### src/rtl/gpio_ext_if.sv
// CSR bus shared by the CPLD peripherals: 5-bit address, 8-bit data, single-cycle write strobe.
// Read data is combinational from the address.
interface gpio_ext_if;
    logic [4:0] csr_a;
    logic [7:0] csr_di;
    logic       csr_we;
    logic [7:0] csr_do;

    modport master (output csr_a, output csr_di, output csr_we, input csr_do);
    modport slave  (input csr_a, input csr_di, input csr_we, output csr_do);
endinterface

### src/rtl/gpio_ext.sv
// GPIO controller with per-pin edge interrupts, W1C pending bits and a level irq.
// Define GPIO_DEBOUNCE_EN to build the per-pin debounce filter and the DBE register.
module gpio_ext #(
    parameter logic [4:0] BASE_ADDR       = 5'h0,
    parameter int         NUM_GPIOS       = 8,
    parameter logic [7:0] DFL_STATE       = 8'h00,
    parameter logic [7:0] DFL_OE          = 8'h00,
    parameter int         DEBOUNCE_CYCLES = 16
) (
    input  logic                 clk,
    input  logic                 rst,
    gpio_ext_if.slave            csr,
    input  logic [NUM_GPIOS-1:0] in,
    output logic [NUM_GPIOS-1:0] out,
    output logic [NUM_GPIOS-1:0] oe,
    output logic                 irq
);
    localparam int N = NUM_GPIOS;

    if (NUM_GPIOS < 1 || NUM_GPIOS > 8 || DEBOUNCE_CYCLES < 1 || DEBOUNCE_CYCLES > 255) begin : g_bad_param
        $error("gpio_ext: NUM_GPIOS must be 1..8 and DEBOUNCE_CYCLES 1..255");
    end

    logic [4:0]   off;
    logic         hit;
    logic         wr;
    logic [N-1:0] wdata;

    assign off   = csr.csr_a - BASE_ADDR;
    assign hit   = (off[4:3] == 2'b00);
    assign wr    = csr.csr_we & hit;
    assign wdata = csr.csr_di[N-1:0];

    logic [N-1:0] ie, ip, pos, neg;
    logic [N-1:0] sync1, s, f, f_d;
    logic [N-1:0] dbe_rd;
    logic [N-1:0] ev, clr, ip_next, ie_next;

    always_ff @(posedge clk) begin
        if (rst) begin
            sync1 <= '0;
            s     <= '0;
        end else begin
            sync1 <= in;
            s     <= sync1;
        end
    end

`ifdef GPIO_DEBOUNCE_EN
    localparam int CW = $clog2(DEBOUNCE_CYCLES + 1);
    localparam logic [CW-1:0] CNT_LAST = CW'(DEBOUNCE_CYCLES - 1);

    logic [N-1:0]  dbe, dbe_next, filt;
    logic [CW-1:0] cnt [N];

    assign dbe_next = (wr && off[2:0] == 3'd7) ? wdata : dbe;
    assign dbe_rd   = dbe;
    assign f        = (dbe & filt) | (~dbe & s);

    // While bypassed, filt shadows s so enabling the filter starts from the pin's current level.
    always_ff @(posedge clk) begin
        if (rst) begin
            dbe  <= '0;
            filt <= '0;
            for (int i = 0; i < N; i++) cnt[i] <= '0;
        end else begin
            dbe <= dbe_next;
            for (int i = 0; i < N; i++) begin
                if (dbe_next[i] != dbe[i]) begin
                    cnt[i] <= '0;
                end else if (!dbe[i]) begin
                    filt[i] <= s[i];
                    cnt[i]  <= '0;
                end else if (s[i] == filt[i]) begin
                    cnt[i] <= '0;
                end else if (cnt[i] == CNT_LAST) begin
                    filt[i] <= s[i];
                    cnt[i]  <= '0;
                end else begin
                    cnt[i] <= cnt[i] + 1'b1;
                end
            end
        end
    end
`else
    assign dbe_rd = '0;
    assign f      = s;
`endif

    assign ev      = (f & ~f_d & pos) | (~f & f_d & neg);
    assign clr     = (wr && off[2:0] == 3'd4) ? wdata : '0;
    assign ip_next = (ip & ~clr) | ev;
    assign ie_next = (wr && off[2:0] == 3'd3) ? wdata : ie;

    always_ff @(posedge clk) begin
        if (rst) begin
            out <= DFL_STATE[N-1:0];
            oe  <= DFL_OE[N-1:0];
            ie  <= '0;
            ip  <= '0;
            pos <= '0;
            neg <= '0;
            f_d <= '0;
            irq <= 1'b0;
        end else begin
            if (wr && off[2:0] == 3'd0) oe  <= wdata;
            if (wr && off[2:0] == 3'd1) out <= wdata;
            if (wr && off[2:0] == 3'd5) pos <= wdata;
            if (wr && off[2:0] == 3'd6) neg <= wdata;
            f_d <= f;
            ie  <= ie_next;
            ip  <= ip_next;
            irq <= |(ip_next & ie_next);
        end
    end

    logic [N-1:0] rd;

    always_comb begin
        rd = '0;
        case (off[2:0])
            3'd0:    rd = oe;
            3'd1:    rd = out;
            3'd2:    rd = f;
            3'd3:    rd = ie;
            3'd4:    rd = ip;
            3'd5:    rd = pos;
            3'd6:    rd = neg;
            default: rd = dbe_rd;
        endcase
    end

    assign csr.csr_do = hit ? 8'(rd) : 8'h00;
endmodule

### src/flat_wrapper.sv
// flat-port wrapper written by rule: the top's interface ports become plain ports
module gpio_ext_flat 
#(
    parameter logic [4:0] BASE_ADDR       = 5'h0,
    parameter int         NUM_GPIOS       = 8,
    parameter logic [7:0] DFL_STATE       = 8'h00,
    parameter logic [7:0] DFL_OE          = 8'h00,
    parameter int         DEBOUNCE_CYCLES = 16
)
  (clk, rst, in, out, oe, irq, csr_csr_a, csr_csr_di, csr_csr_we, csr_csr_do);
  gpio_ext_if csr_i ();
  input  logic clk;
  input  logic rst;
  input  logic [NUM_GPIOS-1:0] in;
  output logic [NUM_GPIOS-1:0] out;
  output logic [NUM_GPIOS-1:0] oe;
  output logic irq;
  input wire logic [$bits(csr_i.csr_a)-1:0] csr_csr_a;
  input wire logic [$bits(csr_i.csr_di)-1:0] csr_csr_di;
  input wire logic [$bits(csr_i.csr_we)-1:0] csr_csr_we;
  output wire logic [$bits(csr_i.csr_do)-1:0] csr_csr_do;
  assign csr_i.csr_a = csr_csr_a;
  assign csr_i.csr_di = csr_csr_di;
  assign csr_i.csr_we = csr_csr_we;
  assign csr_csr_do = csr_i.csr_do;
  gpio_ext #(.BASE_ADDR(BASE_ADDR), .NUM_GPIOS(NUM_GPIOS), .DFL_STATE(DFL_STATE), .DFL_OE(DFL_OE), .DEBOUNCE_CYCLES(DEBOUNCE_CYCLES)) u_core (.clk(clk), .rst(rst), .csr(csr_i), .in(in), .out(out), .oe(oe), .irq(irq));
endmodule
### config.mk
export PLATFORM = sky130hd
export DESIGN_NAME = gpio_ext_flat
export DESIGN_NICKNAME = d
export VERILOG_FILES = /design/src/rtl/gpio_ext_if.sv /design/src/rtl/gpio_ext.sv /design/src/flat_wrapper.sv
export SDC_FILE = /design/constraint.sdc
export NUM_CORES = 1
export LEC_CHECK = 0
export ABC_CLOCK_PERIOD_IN_PS = 1900
export CORE_UTILIZATION = 48
export CTS_BUF_LIST = sky130_fd_sc_hd__clkbuf_16
export DETAILED_ROUTE_END_ITERATION = 6
export PLACE_DENSITY = 0.75
export SLEW_MARGIN = 20
export SYNTH_ARGS = -nofsm -noshare
export SYNTH_HDL_FRONTEND = slang
export SYNTH_SLANG_ARGS = --single-unit
### constraint.sdc
create_clock -name clk -period 1.9 [get_ports clk]
set_clock_uncertainty 0.1 [all_clocks]
set_input_delay 0.38 -clock clk [delete_from_list [all_inputs] [get_ports clk]]
set_output_delay 0.38 -clock clk [all_outputs]
set_load 0.1 [all_outputs]
==> key figures <==
Synthesis
  • Dominant cell type by area after synthesis: dfxtp_1
  • Post-synth cell types: 33
  • Syn_area_per_cell: 8.88 um^2
  • Top-area cell type share of the netlist area: 46.5%
  • Mapped Cells: 354
  • Area of the mapped netlist: 0.00314 mm^2
  • Top cells by area, synth: dfxtp_1 (46%), mux2i_1 (8.9%), a21oi_1 (5.7%)
  • #FFs+latches synth: 73
  • Post-synth net total: 378
  • Register area share after synthesis: a little under half
  • Ys Warns: 0

GRT
  • Largest net degree at the start of global routing: 46
  • Grt total ovfl: 0
  • Met3 Track Usage GR: 4.97%
  • GRT Max-Usage Layer: met2
  • First-pass GRT wire length: around 16 mm
  • GR Util met2: roughly half
  • Routing usage on met1: 36.3%
  • Vias in the first global route: between 3000 and 4000
  • Antenna violations before repair: 0
  • All-Layer GR Usage: 30.2%

Critical path
  • Worst Setup Path Type: input pin to output pin
  • CP Max Fanout: 7
  • Critical path startpoint: csr_csr_a[0]
  • Worst R2R Start: u_core.f[4]$_SDFF_PP0_
  • Crit-path most repeated cell: buf_4
  • Buf/Inv on CP: 4
  • CP peak stage delay: about 0.24 ns
  • Critical Path AT: 1.66 ns
  • Top delay family on crit path: buffers and inverters
  • Slowest cell on the critical path: a311oi_1
  • Critical Path Start Type: input pin
  • Data required time of the worst path: 1.42 ns
  • Cells along the critical path: buf_4, buf_6, nor2b_2, a22oi_1, nor2_1, a311oi_1, buf_4, nor2_4, buf_12
  • Setup crit end kind: output pin

Drt
  • Post-Route WL: 10.5 mm
  • Post-DRT Antenna Nets: 0
  • Starting DRT DRC Count: 260
  • Per-cell routed wire length: 19.7 um
  • Via count: ~3200
  • DR vias/cell: 6.07
  • DRC Markers: 0
  • Drt pass-1 iters: 5

STA
  • Slew @ Worst Pin: between 0.3 and 0.4 ns
  • Final setup TNS: -1.20 ns
  • Minimum clock period: 2.14 ns
  • Setup Viol. Count Final: 8
  • Final slew viol count: 0
  • Hold Fails Final Rpt: 0
  • Final period util: 113%
  • Slew headroom: roughly 74%
  • RSZ-0062 raised after global routing: yes
  • Max Freq: 0.467 GHz
  • Fin worst setup slack: -0.240 ns

Run
  • MaxCap Viol Count: 0

Placement
  • # port buffers: 48
  • Gpl congestion: 0.895
  • Post-Place Cells: 502
  • DP HPWL: roughly 6.6 mm

Power
  • Total power: 3.70 mW
  • Leakage power: ~1.9 nW
  • IR drop worst, VDD: 0.527 mV
  • Total power per unit cell area: approximately 740 mW/mm^2

Clock tree
  • Num Clock Sinks: 73
  • CTS tree: yes
  • Max H-tree Level: 3
  • Root buffer cell: clkbuf_16
  • Hold_buf cts: 0
  • CTS clock-pin slew for the worst setup and hold paths: 0.06 ns
  • Clock Latency Late Sink: 0.34 ns
  • Clock buffer depth: 2
  • Cts bufs inserted: 9

Worst hold path
  • Hold Startpoint: rst
  • HP Class: input pin to register

Layout
  • Non-filler cells, final: 530
  • Antenna cells: 0
  • Share of cells above drive strength 1: 36.9%
  • Commonest non-fill, non-tap cell in the layout: dfxtp_1
  • Commonest cells after routing, fill and taps aside: dfxtp_1 (53), buf_4 (44), nand2_1 (34)
  • Synth-to-Final Area Change: 59.0%
  • Fill cells: 362
  • Nets: 472

Die
  • DIE AREA: 0.00688 mm^2
  • Die width: around 83 um
  • # rows: 29
  • Initial Util: 49.5%
  • I/O pin total: 49
  • Core area: about 0.0063 mm^2
  • Die height: ~83 um

Outcome
  • Failing checks: negative setup slack
  • Outcome: complete, but fails checks
[kinds of logic after synthesis]
group,share of synthesized area (%)
and+or+nand+nor,27.0
DFF,46.5
AOI/OAI and AO/OA,12.1
muxes,11.1
buffers and inverters,3.42
[worst reg2reg max path, delay by kind of cell, from the launching register on]
| kind | cells | cell delay, ns |
|---|---|---|
| compound gates | 3 | 0.67 |
| buf+inv | 1 | 0.14 |
| flops | 1 | 0.37 |
| simple gates | 2 | 0.20 |
[registers in the layout (all words and copies together), names as in the netlist, 8 cells and up]
register	cells
u_core.oe	8
u_core.sync1	8
u_core.f	8
u_core.f_d	8
u_core.pos	8
u_core.neg	8
u_core.ip	8
u_core.ie	8
u_core.out	8
[synth_stat cells (all sizes together)]
cell,instances
nand3b,15
dfxtp,73
nand2b,8
clkbuf,13
and2b,2
nor2b,28
o21ai,7
a22o,1
a211oi,1
o41a,1
nand3,32
a311oi,2
and3,2
o221ai,1
inv,4
nand2,37
a21oi,36
a221oi,1
and4bb,1
o22a,1
mux4,3
nor4b,1
buf,7
a311o,1
nor2,35
and2,1
o22ai,6
a22oi,6
mux2i,28
[metal layers]
| metal | wire length (um) | vias up |
|---|---|---|
| met1 | 4000 | 1548 |
| met4 | 411 | 0 |
| li1 | - | 1429 |
| met2 | 5210 | 200 |
| met3 | 843 | 38 |
| met5 | 0 | - |
[layout make-up]
class	instances	area (um^2)	area share [%]
inverters	4	15.0	0.300
flip-flops and latches	73	1500	30.0
multi-input cells	257	1840	36.7
clock inverters	7	76.3	1.53
clock buffers	9	225	4.51
well taps	77	96.3	1.93
repair buffers	103	1250	25.0
[worst paths after layout]
path	end	slack, ns	cells after the start
min	u_core.neg[1]$_SDFFE_PP0P_	0.28	2
max reg2reg	u_core.irq$_SDFF_PP0_	0.32	6
min reg2reg	u_core.f[6]$_SDFF_PP0_	0.33	1
max	csr_csr_do[0]	-0.24	9
[repair_timing]
action | 4_1_cts | 5_1_grt
hold endpoints to repair | 0 | 0
cloned | 1 | 0
buffers inserted | 7 | 4
resized for setup | 70 | 21
pin swaps | 20 | 19
setup endpoints to repair | 45 | 15
[power by group]
| group | leakage [nW] | internal, mW | total (mW) | switching (mW) |
|---|---|---|---|---|
| Sequential | 0.604 | 1.55 | 1.57 | 0.0199 |
| Combinational | 1.14 | 0.196 | 0.414 | 0.217 |
| Clock | 0.144 | 1.03 | 1.71 | 0.687 |
[through the flow]
step / hold slack (ns) / cell area [um^2] / worst slack [ns] / util [%]
finish: 0.280 / 5000 / -0.240 / 78.7
global route: 0.302 / 5000 / -0.302 / 78.7
CTS: 0.280 / 4890 / -0.213 / 77.1
detailed placement: 0.325 / 4330 / -0.757 / 68.2
global placement: 0.319 / 4330 / -0.692 / 68.2
floorplan: 0.314 / 3250 / -0.356 / -
(Power assumes the default switching activity.)
